`config.mk`:
```
export PLATFORM = sky130hd
export DESIGN_NAME = iwdg_key_writer_flat
export DESIGN_NICKNAME = d
export VERILOG_FILES = /design/src/rtl/iwdg_key_writer_if.sv /design/src/rtl/iwdg_key_writer.sv /design/src/flat_wrapper.sv
export SDC_FILE = /design/constraint.sdc
export NUM_CORES = 1
export LEC_CHECK = 0
export BUFFER_PORTS_ARGS = -buffer_cell sky130_fd_sc_hd__buf_4
export CAP_MARGIN = 20
export CORE_ASPECT_RATIO = 0.5
export CORE_MARGIN = 2
export CORE_UTILIZATION = 53
export DETAILED_ROUTE_END_ITERATION = 8
export PLACE_DENSITY_LB_ADDON = 0.12
export SETUP_SLACK_MARGIN = 0.5
export SLEW_MARGIN = 20
export SYNTH_ARGS = -nofsm -noshare
export SYNTH_HDL_FRONTEND = slang
export SYNTH_SLANG_ARGS = --single-unit
```
`constraint.sdc`:
```
create_clock -name CLOCK -period 2.25 [get_ports CLOCK]
set_input_delay 0.225 -clock CLOCK [delete_from_list [all_inputs] [get_ports CLOCK]]
set_output_delay 0.225 -clock CLOCK [all_outputs]
set_load 0.01 [all_outputs]
```
`src/rtl/iwdg_key_writer_if.sv`:
```
// iwdg_key_writer_if
// Command and register-write signals between the core-side control logic
// and the IWDG key writer.
//   master : core side, drives the command request and the core heartbeat.
//   slave  : key writer, answers with ready, register writes and status.
// Command fields : i_cmd_valid, i_cmd[1:0], i_pr[2:0], i_rlr[11:0], i_core_alive
// Write/status   : o_cmd_ready, o_kr[15:0]/o_kr_we, o_pr[2:0]/o_pr_we,
//                  o_rlr[11:0]/o_rlr_we, o_started, o_done, o_err
interface iwdg_key_writer_if;
  logic        i_cmd_valid;
  logic [1:0]  i_cmd;
  logic [2:0]  i_pr;
  logic [11:0] i_rlr;
  logic        i_core_alive;
  logic        o_cmd_ready;
  logic [15:0] o_kr;
  logic        o_kr_we;
  logic [2:0]  o_pr;
  logic        o_pr_we;
  logic [11:0] o_rlr;
  logic        o_rlr_we;
  logic        o_started;
  logic        o_done;
  logic        o_err;

  modport master (
    output i_cmd_valid, i_cmd, i_pr, i_rlr, i_core_alive,
    input  o_cmd_ready, o_kr, o_kr_we, o_pr, o_pr_we, o_rlr, o_rlr_we,
           o_started, o_done, o_err
  );

  modport slave (
    input  i_cmd_valid, i_cmd, i_pr, i_rlr, i_core_alive,
    output o_cmd_ready, o_kr, o_kr_we, o_pr, o_pr_we, o_rlr, o_rlr_we,
           o_started, o_done, o_err
  );
endinterface

```
`src/rtl/iwdg_key_writer.sv`:
```
// iwdg_key_writer
// Turns single core commands (START, REFRESH, CONFIG) into ordered, strobed
// writes of the IWDG key, prescaler and reload registers.
// Ports:
//   CLOCK  : single clock, rising edge
//   i_arst : asynchronous active-high reset
//   bus    : iwdg_key_writer_if.slave (command handshake, register writes, status)
// Parameters:
//   GAP            : idle cycles between consecutive strobes of one sequence (0..15)
//   REFRESH_PERIOD : auto-refresh interval in clock cycles (2..65535)
// Optional feature: define AUTO_REFRESH_EN to add the periodic auto-refresh
// counter and pending flag; without it, AAAA is written only on command.
module iwdg_key_writer #(
  parameter int GAP            = 1,
  parameter int REFRESH_PERIOD = 1000
) (
  input  logic             CLOCK,
  input  logic             i_arst,
  iwdg_key_writer_if.slave bus
);
  localparam logic [15:0] KEY_START   = 16'hCCCC;
  localparam logic [15:0] KEY_REFRESH = 16'hAAAA;
  localparam logic [15:0] KEY_UNLOCK  = 16'h5555;
  localparam logic [3:0]  GAP_LAST    = 4'(GAP - 1);

  typedef enum logic [2:0] {S_IDLE, S_UNLOCK, S_WR_PR, S_WR_RLR, S_KEY, S_WAIT} state_t;

  state_t      state_reg, state_next, ret_reg, ret_next;
  logic [3:0]  gap_cnt_reg, gap_cnt_next;
  logic [2:0]  pr_lat_reg, pr_lat_next;
  logic [11:0] rlr_lat_reg, rlr_lat_next;
  logic        auto_seq_reg, auto_seq_next;
  logic [15:0] kr_reg, kr_next;
  logic        kr_we_reg, kr_we_next;
  logic [2:0]  pr_reg, pr_next;
  logic        pr_we_reg, pr_we_next;
  logic [11:0] rlr_reg, rlr_next;
  logic        rlr_we_reg, rlr_we_next;
  logic        started_reg, started_next;
  logic        done_reg, done_next;
  logic        err_reg, err_next;
  logic        refresh_strobe;   // an AAAA key write is launched at this edge
  logic        pending;          // auto-refresh waiting to be issued
  logic        cmd_ready, accept;
  logic        step_en, enter_en;
  state_t      step_target, enter_target;

  assign cmd_ready = (state_reg == S_IDLE) && !pending;
  assign accept    = bus.i_cmd_valid && cmd_ready;

  // All outputs are registered: the strobe for a write state is launched on
  // the same edge that enters that state, so it is high for exactly the cycle
  // the FSM spends there.
  always_comb begin
    state_next     = state_reg;
    ret_next       = ret_reg;
    gap_cnt_next   = gap_cnt_reg;
    pr_lat_next    = pr_lat_reg;
    rlr_lat_next   = rlr_lat_reg;
    auto_seq_next  = auto_seq_reg;
    kr_next        = kr_reg;
    kr_we_next     = 1'b0;
    pr_next        = pr_reg;
    pr_we_next     = 1'b0;
    rlr_next       = rlr_reg;
    rlr_we_next    = 1'b0;
    started_next   = started_reg;
    done_next      = 1'b0;
    err_next       = 1'b0;
    refresh_strobe = 1'b0;
    step_en        = 1'b0;
    step_target    = S_IDLE;
    enter_en       = 1'b0;
    enter_target   = S_IDLE;

    case (state_reg)
      S_IDLE: begin
        if (pending) begin
          state_next     = S_KEY;
          kr_next        = KEY_REFRESH;
          kr_we_next     = 1'b1;
          refresh_strobe = 1'b1;
          auto_seq_next  = 1'b1;
        end else if (accept) begin
          pr_lat_next   = bus.i_pr;
          rlr_lat_next  = bus.i_rlr;
          auto_seq_next = 1'b0;
          case (bus.i_cmd)
            2'b00: begin
              state_next   = S_KEY;
              kr_next      = KEY_START;
              kr_we_next   = 1'b1;
              started_next = 1'b1;
            end
            2'b01: begin
              if (started_reg) begin
                state_next     = S_KEY;
                kr_next        = KEY_REFRESH;
                kr_we_next     = 1'b1;
                refresh_strobe = 1'b1;
              end else begin
                err_next = 1'b1;
              end
            end
            2'b10: begin
              state_next = S_UNLOCK;
              kr_next    = KEY_UNLOCK;
              kr_we_next = 1'b1;
            end
            default: err_next = 1'b1;
          endcase
        end
      end
      S_UNLOCK: begin step_en = 1'b1; step_target = S_WR_PR;  end
      S_WR_PR:  begin step_en = 1'b1; step_target = S_WR_RLR; end
      S_WR_RLR: begin step_en = 1'b1; step_target = S_KEY;    end
      S_KEY: begin
        state_next = S_IDLE;
        done_next  = !auto_seq_reg;  // automatic refreshes complete silently
      end
      S_WAIT: begin
        if (gap_cnt_reg == 4'd0) begin
          enter_en     = 1'b1;
          enter_target = ret_reg;
        end else begin
          gap_cnt_next = gap_cnt_reg - 4'd1;
        end
      end
      default: state_next = S_IDLE;
    endcase

    // Leaving a CONFIG write state: go through WAIT unless no gap is wanted.
    if (step_en) begin
      if (GAP == 0) begin
        enter_en     = 1'b1;
        enter_target = step_target;
      end else begin
        state_next   = S_WAIT;
        ret_next     = step_target;
        gap_cnt_next = GAP_LAST;
      end
    end

    if (enter_en) begin
      state_next = enter_target;
      case (enter_target)
        S_WR_PR: begin
          pr_next    = pr_lat_reg;
          pr_we_next = 1'b1;
        end
        S_WR_RLR: begin
          rlr_next    = rlr_lat_reg;
          rlr_we_next = 1'b1;
        end
        default: begin
          kr_next        = KEY_REFRESH;
          kr_we_next     = 1'b1;
          refresh_strobe = 1'b1;
        end
      endcase
    end
  end

  always_ff @(posedge CLOCK or posedge i_arst) begin
    if (i_arst) begin
      state_reg    <= S_IDLE;
      ret_reg      <= S_IDLE;
      gap_cnt_reg  <= '0;
      pr_lat_reg   <= '0;
      rlr_lat_reg  <= '0;
      auto_seq_reg <= 1'b0;
      kr_reg       <= '0;
      kr_we_reg    <= 1'b0;
      pr_reg       <= '0;
      pr_we_reg    <= 1'b0;
      rlr_reg      <= '0;
      rlr_we_reg   <= 1'b0;
      started_reg  <= 1'b0;
      done_reg     <= 1'b0;
      err_reg      <= 1'b0;
    end else begin
      state_reg    <= state_next;
      ret_reg      <= ret_next;
      gap_cnt_reg  <= gap_cnt_next;
      pr_lat_reg   <= pr_lat_next;
      rlr_lat_reg  <= rlr_lat_next;
      auto_seq_reg <= auto_seq_next;
      kr_reg       <= kr_next;
      kr_we_reg    <= kr_we_next;
      pr_reg       <= pr_next;
      pr_we_reg    <= pr_we_next;
      rlr_reg      <= rlr_next;
      rlr_we_reg   <= rlr_we_next;
      started_reg  <= started_next;
      done_reg     <= done_next;
      err_reg      <= err_next;
    end
  end

`ifdef AUTO_REFRESH_EN
  localparam logic [15:0] CNT_LAST = 16'(REFRESH_PERIOD - 1);
  logic [15:0] refresh_cnt_reg, refresh_cnt_next;
  logic        pending_reg, pending_next;

  // The counter is zero during the cycle of every AAAA strobe, so with the
  // core alive the strobes repeat every REFRESH_PERIOD+1 cycles. A dead core
  // leaves the counter parked at its last value and nothing is requested.
  // Any AAAA write also satisfies an outstanding request.
  always_comb begin
    refresh_cnt_next = refresh_cnt_reg;
    pending_next     = pending_reg;
    if (refresh_strobe) begin
      refresh_cnt_next = '0;
      pending_next     = 1'b0;
    end else if (started_reg) begin
      if (refresh_cnt_reg != CNT_LAST) begin
        refresh_cnt_next = refresh_cnt_reg + 16'd1;
      end else if (bus.i_core_alive) begin
        pending_next = 1'b1;
      end
    end
  end

  always_ff @(posedge CLOCK or posedge i_arst) begin
    if (i_arst) begin
      refresh_cnt_reg <= '0;
      pending_reg     <= 1'b0;
    end else begin
      refresh_cnt_reg <= refresh_cnt_next;
      pending_reg     <= pending_next;
    end
  end

  assign pending = pending_reg;
`else
  logic [16:0] unused_auto_cfg;
  assign unused_auto_cfg = {bus.i_core_alive, 16'(REFRESH_PERIOD)};
  assign pending = 1'b0;
`endif

  assign bus.o_cmd_ready = cmd_ready;
  assign bus.o_kr        = kr_reg;
  assign bus.o_kr_we     = kr_we_reg;
  assign bus.o_pr        = pr_reg;
  assign bus.o_pr_we     = pr_we_reg;
  assign bus.o_rlr       = rlr_reg;
  assign bus.o_rlr_we    = rlr_we_reg;
  assign bus.o_started   = started_reg;
  assign bus.o_done      = done_reg;
  assign bus.o_err       = err_reg;
endmodule
```
`src/flat_wrapper.sv`:
```
// flat-port wrapper written by rule: the top's interface ports become plain ports
module iwdg_key_writer_flat 
#(
  parameter int GAP            = 1,
  parameter int REFRESH_PERIOD = 1000
)
  (CLOCK, i_arst, bus_i_cmd_valid, bus_i_cmd, bus_i_pr, bus_i_rlr, bus_i_core_alive, bus_o_cmd_ready, bus_o_kr, bus_o_kr_we, bus_o_pr, bus_o_pr_we, bus_o_rlr, bus_o_rlr_we, bus_o_started, bus_o_done, bus_o_err);
  iwdg_key_writer_if bus_i ();
  input  logic CLOCK;
  input  logic i_arst;
  input wire logic [$bits(bus_i.i_cmd_valid)-1:0] bus_i_cmd_valid;
  input wire logic [$bits(bus_i.i_cmd)-1:0] bus_i_cmd;
  input wire logic [$bits(bus_i.i_pr)-1:0] bus_i_pr;
  input wire logic [$bits(bus_i.i_rlr)-1:0] bus_i_rlr;
  input wire logic [$bits(bus_i.i_core_alive)-1:0] bus_i_core_alive;
  output wire logic [$bits(bus_i.o_cmd_ready)-1:0] bus_o_cmd_ready;
  output wire logic [$bits(bus_i.o_kr)-1:0] bus_o_kr;
  output wire logic [$bits(bus_i.o_kr_we)-1:0] bus_o_kr_we;
  output wire logic [$bits(bus_i.o_pr)-1:0] bus_o_pr;
  output wire logic [$bits(bus_i.o_pr_we)-1:0] bus_o_pr_we;
  output wire logic [$bits(bus_i.o_rlr)-1:0] bus_o_rlr;
  output wire logic [$bits(bus_i.o_rlr_we)-1:0] bus_o_rlr_we;
  output wire logic [$bits(bus_i.o_started)-1:0] bus_o_started;
  output wire logic [$bits(bus_i.o_done)-1:0] bus_o_done;
  output wire logic [$bits(bus_i.o_err)-1:0] bus_o_err;
  assign bus_i.i_cmd_valid = bus_i_cmd_valid;
  assign bus_i.i_cmd = bus_i_cmd;
  assign bus_i.i_pr = bus_i_pr;
  assign bus_i.i_rlr = bus_i_rlr;
  assign bus_i.i_core_alive = bus_i_core_alive;
  assign bus_o_cmd_ready = bus_i.o_cmd_ready;
  assign bus_o_kr = bus_i.o_kr;
  assign bus_o_kr_we = bus_i.o_kr_we;
  assign bus_o_pr = bus_i.o_pr;
  assign bus_o_pr_we = bus_i.o_pr_we;
  assign bus_o_rlr = bus_i.o_rlr;
  assign bus_o_rlr_we = bus_i.o_rlr_we;
  assign bus_o_started = bus_i.o_started;
  assign bus_o_done = bus_i.o_done;
  assign bus_o_err = bus_i.o_err;
  iwdg_key_writer #(.GAP(GAP), .REFRESH_PERIOD(REFRESH_PERIOD)) u_core (.CLOCK(CLOCK), .i_arst(i_arst), .bus(bus_i));
endmodule
```
==> results of run 1 <==
metrics by stage:
| stage | worst slack, ps | area (um2) | power [mW] |
|---|---|---|---|
| final | 540 | 3400 | 4.47 |
| after global routing | 491 | 3400 | 4.76 |
| after CTS | 499 | 3310 | 4.37 |
| after detailed placement | 393 | 3060 | 3.46 |
| after global placement | 449 | 3060 | 3.39 |
| after floorplan | 570 | 2590 | 2.79 |
repair_timing:
item | CTS | global route
gates resized for setup | 3 | 6
endpoints found under the hold margin | 17 | 0
pin swaps | 2 | 1
setup buffers | 5 | 9
endpoints found under the setup margin | 24 | 18
hold buffers | 1 | 0
cloned | 0 | 1
power by group through the flow:
stage	registers [mW]	logic (mW)	clock network, mW
finish	1.88	1.71	0.874
global route	1.93	1.89	0.946
CTS	1.86	1.61	0.890
detailed placement	1.88	1.58	0
global placement	1.85	1.54	0
floorplan	1.94	0.856	0
critical path: stages, from the launching register on:
cell	delay, ps
dfrtp_2	520
or4b_2	860
nand2_1	150
nand2_1	70
cell families (layout without fill, tap and decap cells):
group                      after synthesis  count (layout)  share of synthesized area
DFF                                     62              62                      0.600
buffers and inverters                   22             103                     0.0455
adders and majority gates                1               1                    0.00484
muxes                                   15              15                     0.0654
and+or+nand+nor                         87              88                      0.177
AOI/OAI and AO/OA                       35              35                      0.107
cells in the final DEF, fill, tap and decap left out, types with 3 or more instances in the layout:
cell / synthesis / layout
nand3_1: 11 / 10
dfrtp_1: 62 / 60
inv_1: 9 / 6
nor2b_1: 3 / 3
nand2_1: 49 / 49
clkbuf_8: 0 / 10
o21ai_0: 8 / 8
o21ai_2: 3 / 3
nor2_1: 5 / 5
buf_4: 0 / 75
inv_6: 0 / 3
a21oi_1: 3 / 3
o211a_1: 8 / 8
mux2_2: 13 / 13
worst max path at each step:
stage / depth (start not counted) / slack [ps] / to / from
after detailed placement: 5 / 390 / u_core.bus.o_pr[2] / u_core.gap_cnt_reg[0]
after floorplan: 6 / 570 / u_core.bus.o_pr[0] / u_core.gap_cnt_reg[0]
final: 3 / 540 / u_core.rlr_lat_reg[4] / u_core.state_reg[0]
after CTS: 5 / 500 / u_core.bus.o_pr[2] / u_core.gap_cnt_reg[1]
after global routing: 5 / 490 / u_core.bus.o_kr[2] / u_core.state_reg[2]
after global placement: 5 / 450 / u_core.bus.o_pr[1] / u_core.gap_cnt_reg[0]
area by class of cell:
cell class | instances | share of cell area
multi-input combinational | 139 | 0.277
tap | 66 | 0.0243
clock inverter | 6 | 0.0129
timing repair buffer | 78 | 0.178
clock buffer | 10 | 0.0404
inverter | 9 | 0.0110
sequential | 62 | 0.457
per-layer routing:
layer	vias to the layer above	share of wire	routed length (um)	track usage
li1	926	-	-	-
met4	0	0.0044	25	0.0504
met5	-	0	0	0
met3	2	0.051	291	0.0766
met1	945	0.48	2730	0.271
met2	49	0.46	2620	0.358
==> impl_metrics.py, run 1 <==
metrics = {
    "power": {
        "power_density_mw_per_mm2": 1310,
        "swShare": 0.350,
        "p_sw_mw": 1.56,
        "p_leak_nw": 1.74,
        "p_seq_frac": 0.421,
        "power_frac_comb": 0.383,
        "pwr-share-clk": 0.196,
        "peakVddDrop_mv": 0.927,
        "p_int_mw": 2.91,
    },
    "worst_setup_path": {
        "reg2reg_slack_ps": 540,
        "r2r_start": "u_core.state_reg[0]",
        "critPathLaunchType": "register",
        "cp.arrival_ps": 1930,
        "timing.rr.end": "u_core.rlr_lat_reg[4]",
        "critPathMaxFanout": 14,
        "reg2reg_depth": 3,
        "cp_data_required_time_ps": 2470,
        "critPathKind": "register to register",
        "end_kind": "register",
    },
    "placement": {
        "place_hpwl_um": 3570,
        "port_buffers": 57,
        "dp_cells": 338,
        "place.gp.congestion": 0.767,
    },
    "logic_synthesis": {
        "syn_avg_cell_area_um2": 11.6,
        "synth_seq_area_share": 0.600,
        "ys_types": 43,
        "synthFlopType": "dfrtp_1",
        "synth_area_leaders": "dfrtp_1 60%, nand2_1 7.1%, mux2_2 5.7%, o211a_1 3.1%, nand3_1 2.1%",
        "netlist_top_cells_count": "62 x dfrtp_1, 49 x nand2_1, 13 x mux2_2",
        "synth.top_cell.area_share": 0.600,
        "yosysWarnings": 0,
        "syn_nets": 244,
        "postSynth.asyncResetShare": 1.00,
        "synth-seq-cells": 62,
        "yosysMostFrequentCell": "dfrtp_1",
        "synth_area_mm2": 0.00258,
        "synth_edf_count": 0,
        "netlist_instances": 222,
        "yosys.area.top_type": "dfrtp_1",
    },
    "cells_and_area": {
        "area_delta_synth_final_pct": 31.7,
        "layout.nets": 321,
        "n_antenna_cell": 0,
        "seqCellArea_mm2": 0.00155,
        "multi_input_area_um2": 943,
        "largest_register_ffs": 16,
        "post-route-util": 0.748,
        "fin_cells": 370,
        "fillers": 337,
        "drive_above_1_share": 0.408,
    },
    "sta": {
        "tns_ps": 0,
        "post-route-period-util": 0.760,
        "setup_viol": 0,
        "rsz0062_at_grt": "true",
        "layout_min_cycle_time_ps": 1710,
        "slew_viol_final": 0,
        "max_freq_mhz": 585,
        "maxSlewHeadroom": 0.727,
        "worst_hold_slack_ps": 81.6,
        "worst_pin_slew_ps": 408,
        "hold_violations": 0,
        "skew_ps": 5.79,
    },
    "routing": {
        "post_drt_wl_per_cell_um": 15.3,
        "viasPerCell": 5.19,
        "first_pass_iters": 4,
        "route.antenna.remaining_nets": 0,
        "remaining_drc_errors": 0,
        "dr.first_iter.drc_count": 91,
        "vias": 1922,
        "totalWireLength_um": 5670,
    },
    "worst_hold_path": {
        "worstHoldEndpoint": "u_core.rlr_lat_reg[11]",
        "hold_path_class": "primary input to register",
        "hold_path_depth": 3,
        "min_from": "bus_i_rlr[11]",
    },
    "clock_tree": {
        "cts_root_buf": "clkbuf_8",
        "cts_tree": "yes",
        "clk_latency_ps": 330,
        "clkTransAtPathRegs_ps": 70,
        "cts_sinks": 62,
        "cts_buffers": 9,
        "htree_levels": 3,
        "clk_path_buf_depth": 2,
    },
    "die": {
        "start_util": 0.568,
        "fp.dieArea_mm2": 0.00548,
        "design.core.area_mm2": 0.00455,
        "die_h_um": 53.4,
        "row_count": 17,
        "die_x_um": 103,
        "io_pins": 59,
    },
    "grt": {
        "antenna_found_initial": 0,
        "grt_pass1_wl_um": 8690,
        "grt_use_total": 0.214,
        "overflow": 0,
        "grt_pass1_vias": 1871,
        "grt_max_degree": 27,
    },
    "status": {
        "status": "complete, no violations",
    },
    "run": {
        "drv_cap": 0,
    },
}
Power figures use the tool's default switching activity.
==> inputs of run 2 (changes only) <==
- clock period: 2.25 -> 1.66 ns (I/O delays scaled with it)
==> run 2 against run 1 <==
The flow now finishes with violations (negative setup slack). Cell count up 5.4%. Non-clock buffer count up 19. Die area unchanged. Global-route usage up 2.6 points. Via count up 15%. Critical path depth unchanged. Flip-flop and latch count unchanged. Sequential share of layout area down 7.4 points. Critical endpoint is now u_core.bus.o_kr[1]. Largest cell class unchanged.
==> impl_metrics.py, run 2 (synthesis results as in run 1) <==
metrics = {
    "status": {
        "status": "finished, violations left",
        "violations": "negative setup slack",
    },
    "grt": {
        "overflow": 0,
        "grt_max_degree": 38,
        "grt_pass1_wl_um": 9650,
        "antenna_found_initial": 0,
        "grt_use_total": 0.240,
        "grt_pass1_vias": 2048,
    },
    "cells_and_area": {
        "multi_input_area_mm2": 0.00129,
        "largest_register_ffs": 16,
        "layout.nets": 341,
        "final_common_cell": "buf_4",
        "fillers": 204,
        "n_antenna_cell": 0,
        "final_cell_mix": "79 x buf_4, 59 x dfrtp_1, 22 x nand2_1",
        "drive_above_1_share": 0.620,
        "post-route-util": 0.892,
        "seqCellArea_mm2": 0.00156,
        "area_delta_synth_final_pct": 57.1,
        "fin_cells": 390,
    },
    "power": {
        "p_leak_nw": 2.06,
        "peakVddDrop_mv": 1.26,
        "power_density_mw_per_mm2": 1830,
        "fin_total_pwr_mw": 7.44,
    },
    "sta": {
        "rsz0062_at_grt": "true",
        "skew_ps": 8.97,
        "layout_min_cycle_time_ps": 1690,
        "max_freq_mhz": 591,
        "fin_ws_ps": -30.9,
        "maxSlewHeadroom": 0.606,
        "worst_pin_slew_ps": 587,
        "tns_ps": -30.9,
        "post-route-period-util": 1.02,
        "slew_viol_final": 0,
        "setup_viol": 1,
        "hold_violations": 0,
    },
    "worst_hold_path": {
        "hold_path_class": "primary input to register",
    },
    "clock_tree": {
        "htree_levels": 3,
        "cts_buffers": 9,
        "cts_tree": "yes",
        "clk_path_buf_depth": 2,
        "cts_sinks": 62,
        "cts_root_buf": "clkbuf_8",
        "clk_latency_ps": 340,
        "clkTransAtPathRegs_ps": 80,
    },
    "routing": {
        "post_drt_wl_per_cell_um": 20.1,
        "dr.first_iter.drc_count": 132,
        "remaining_drc_errors": 0,
        "vias": 2212,
        "first_pass_iters": 4,
        "viasPerCell": 5.67,
        "route.antenna.remaining_nets": 0,
        "totalWireLength_um": 7840,
    },
    "die": {
        "die_x_um": 103,
        "fp.dieArea_mm2": 0.00548,
        "start_util": 0.568,
        "die_h_um": 53.4,
        "row_count": 17,
        "design.core.area_mm2": 0.00455,
        "io_pins": 59,
    },
    "worst_setup_path": {
        "critPathKind": "register to register",
        "critPathLaunchType": "register",
        "critPathMaxFanout": 4,
        "cp.arrival_ps": 1910,
        "end_kind": "register",
        "cp_data_required_time_ps": 1880,
    },
    "placement": {
        "dp_cells": 348,
        "dp_slack_ps": -42.6,
        "place_hpwl_um": 3740,
        "port_buffers": 57,
        "place.gp.congestion": 0.772,
    },
    "run": {
        "drv_cap": 0,
    },
}
-- run 2: cell types whose count changed in the layout (fill, tap and decap cells not counted), moves of 5 or more --
cell     delta
buf_6       +7
nand2_1    -27
nand2_4    +12
o21ai_2     +5
o21ai_0     -8
mux2_4     +15
nand2_2    +15
buf_12      +5
mux2_2     -13
-- run 2: layer usage --
layer	vias to the layer above	global-route usage	part of all wire
met5	-	0	0
met4	0	0.0680	0.019
met3	18	0.0885	0.057
met2	90	0.399	0.49
met1	1132	0.301	0.43
li1	972	-	-
-- run 2: where the power goes --
group          total [mW]  internal (mW)  switching (mW)
registers            2.67           2.14           0.535
logic                3.46           1.87            1.59
clock network        1.32          0.694           0.622
total                7.44           4.70            2.74
-- run 2: worst paths after layout --
kind                                            start               endpoint  slack, ps  cells after the start
worst max register to register    u_core.state_reg[2]     u_core.bus.o_kr[1]        -30                      3
worst max-delay path              u_core.state_reg[2]     u_core.bus.o_kr[1]        -30                      3
worst min-delay path                     bus_i_rlr[1]  u_core.rlr_lat_reg[1]         20                      3
min in group asynchronous                      i_arst  u_core.rlr_lat_reg[2]        380                      3
worst min register to register  u_core.rlr_lat_reg[8]  u_core.rlr_lat_reg[8]        500                      2
max in group asynchronous                      i_arst    u_core.state_reg[0]        780                      4
-- run 2: critical path, stage by stage (launching register included) --
cell,delay [ps]
dfrtp_2,440
or4b_2,780
o21ai_1,240
nand3_2,110
-- run 2: layout make-up --
cell class | count | area share
Clock buffer | 9 | 0.0305
Clock inverter | 7 | 0.0179
Inverter | 9 | 0.0105
Multi-Input combinational cell | 139 | 0.318
Sequential cell | 62 | 0.383
Tap cell | 66 | 0.0203
Timing Repair Buffer | 97 | 0.219
Timing Repair inverter | 1 | 0.00123
-- run 2: per-stage QoR --
step                      instance area (um2)  hold WS [ps]
after floorplan                          2670           255
after global placement                   3220           251
after detailed placement                 3220           260
after CTS                                3640          14.9
after global routing                     4060          30.3
final                                    4060          20.0
-- run 2: repair_timing --
item / CTS / global route
gates resized for setup: 24 / 77
gates cloned: 0 / 5
endpoints found under the setup margin: 59 / 65
hold buffers: 1 / 0
endpoints found under the hold margin: 25 / 0
buffers inserted: 13 / 7
pin swaps: 5 / 14
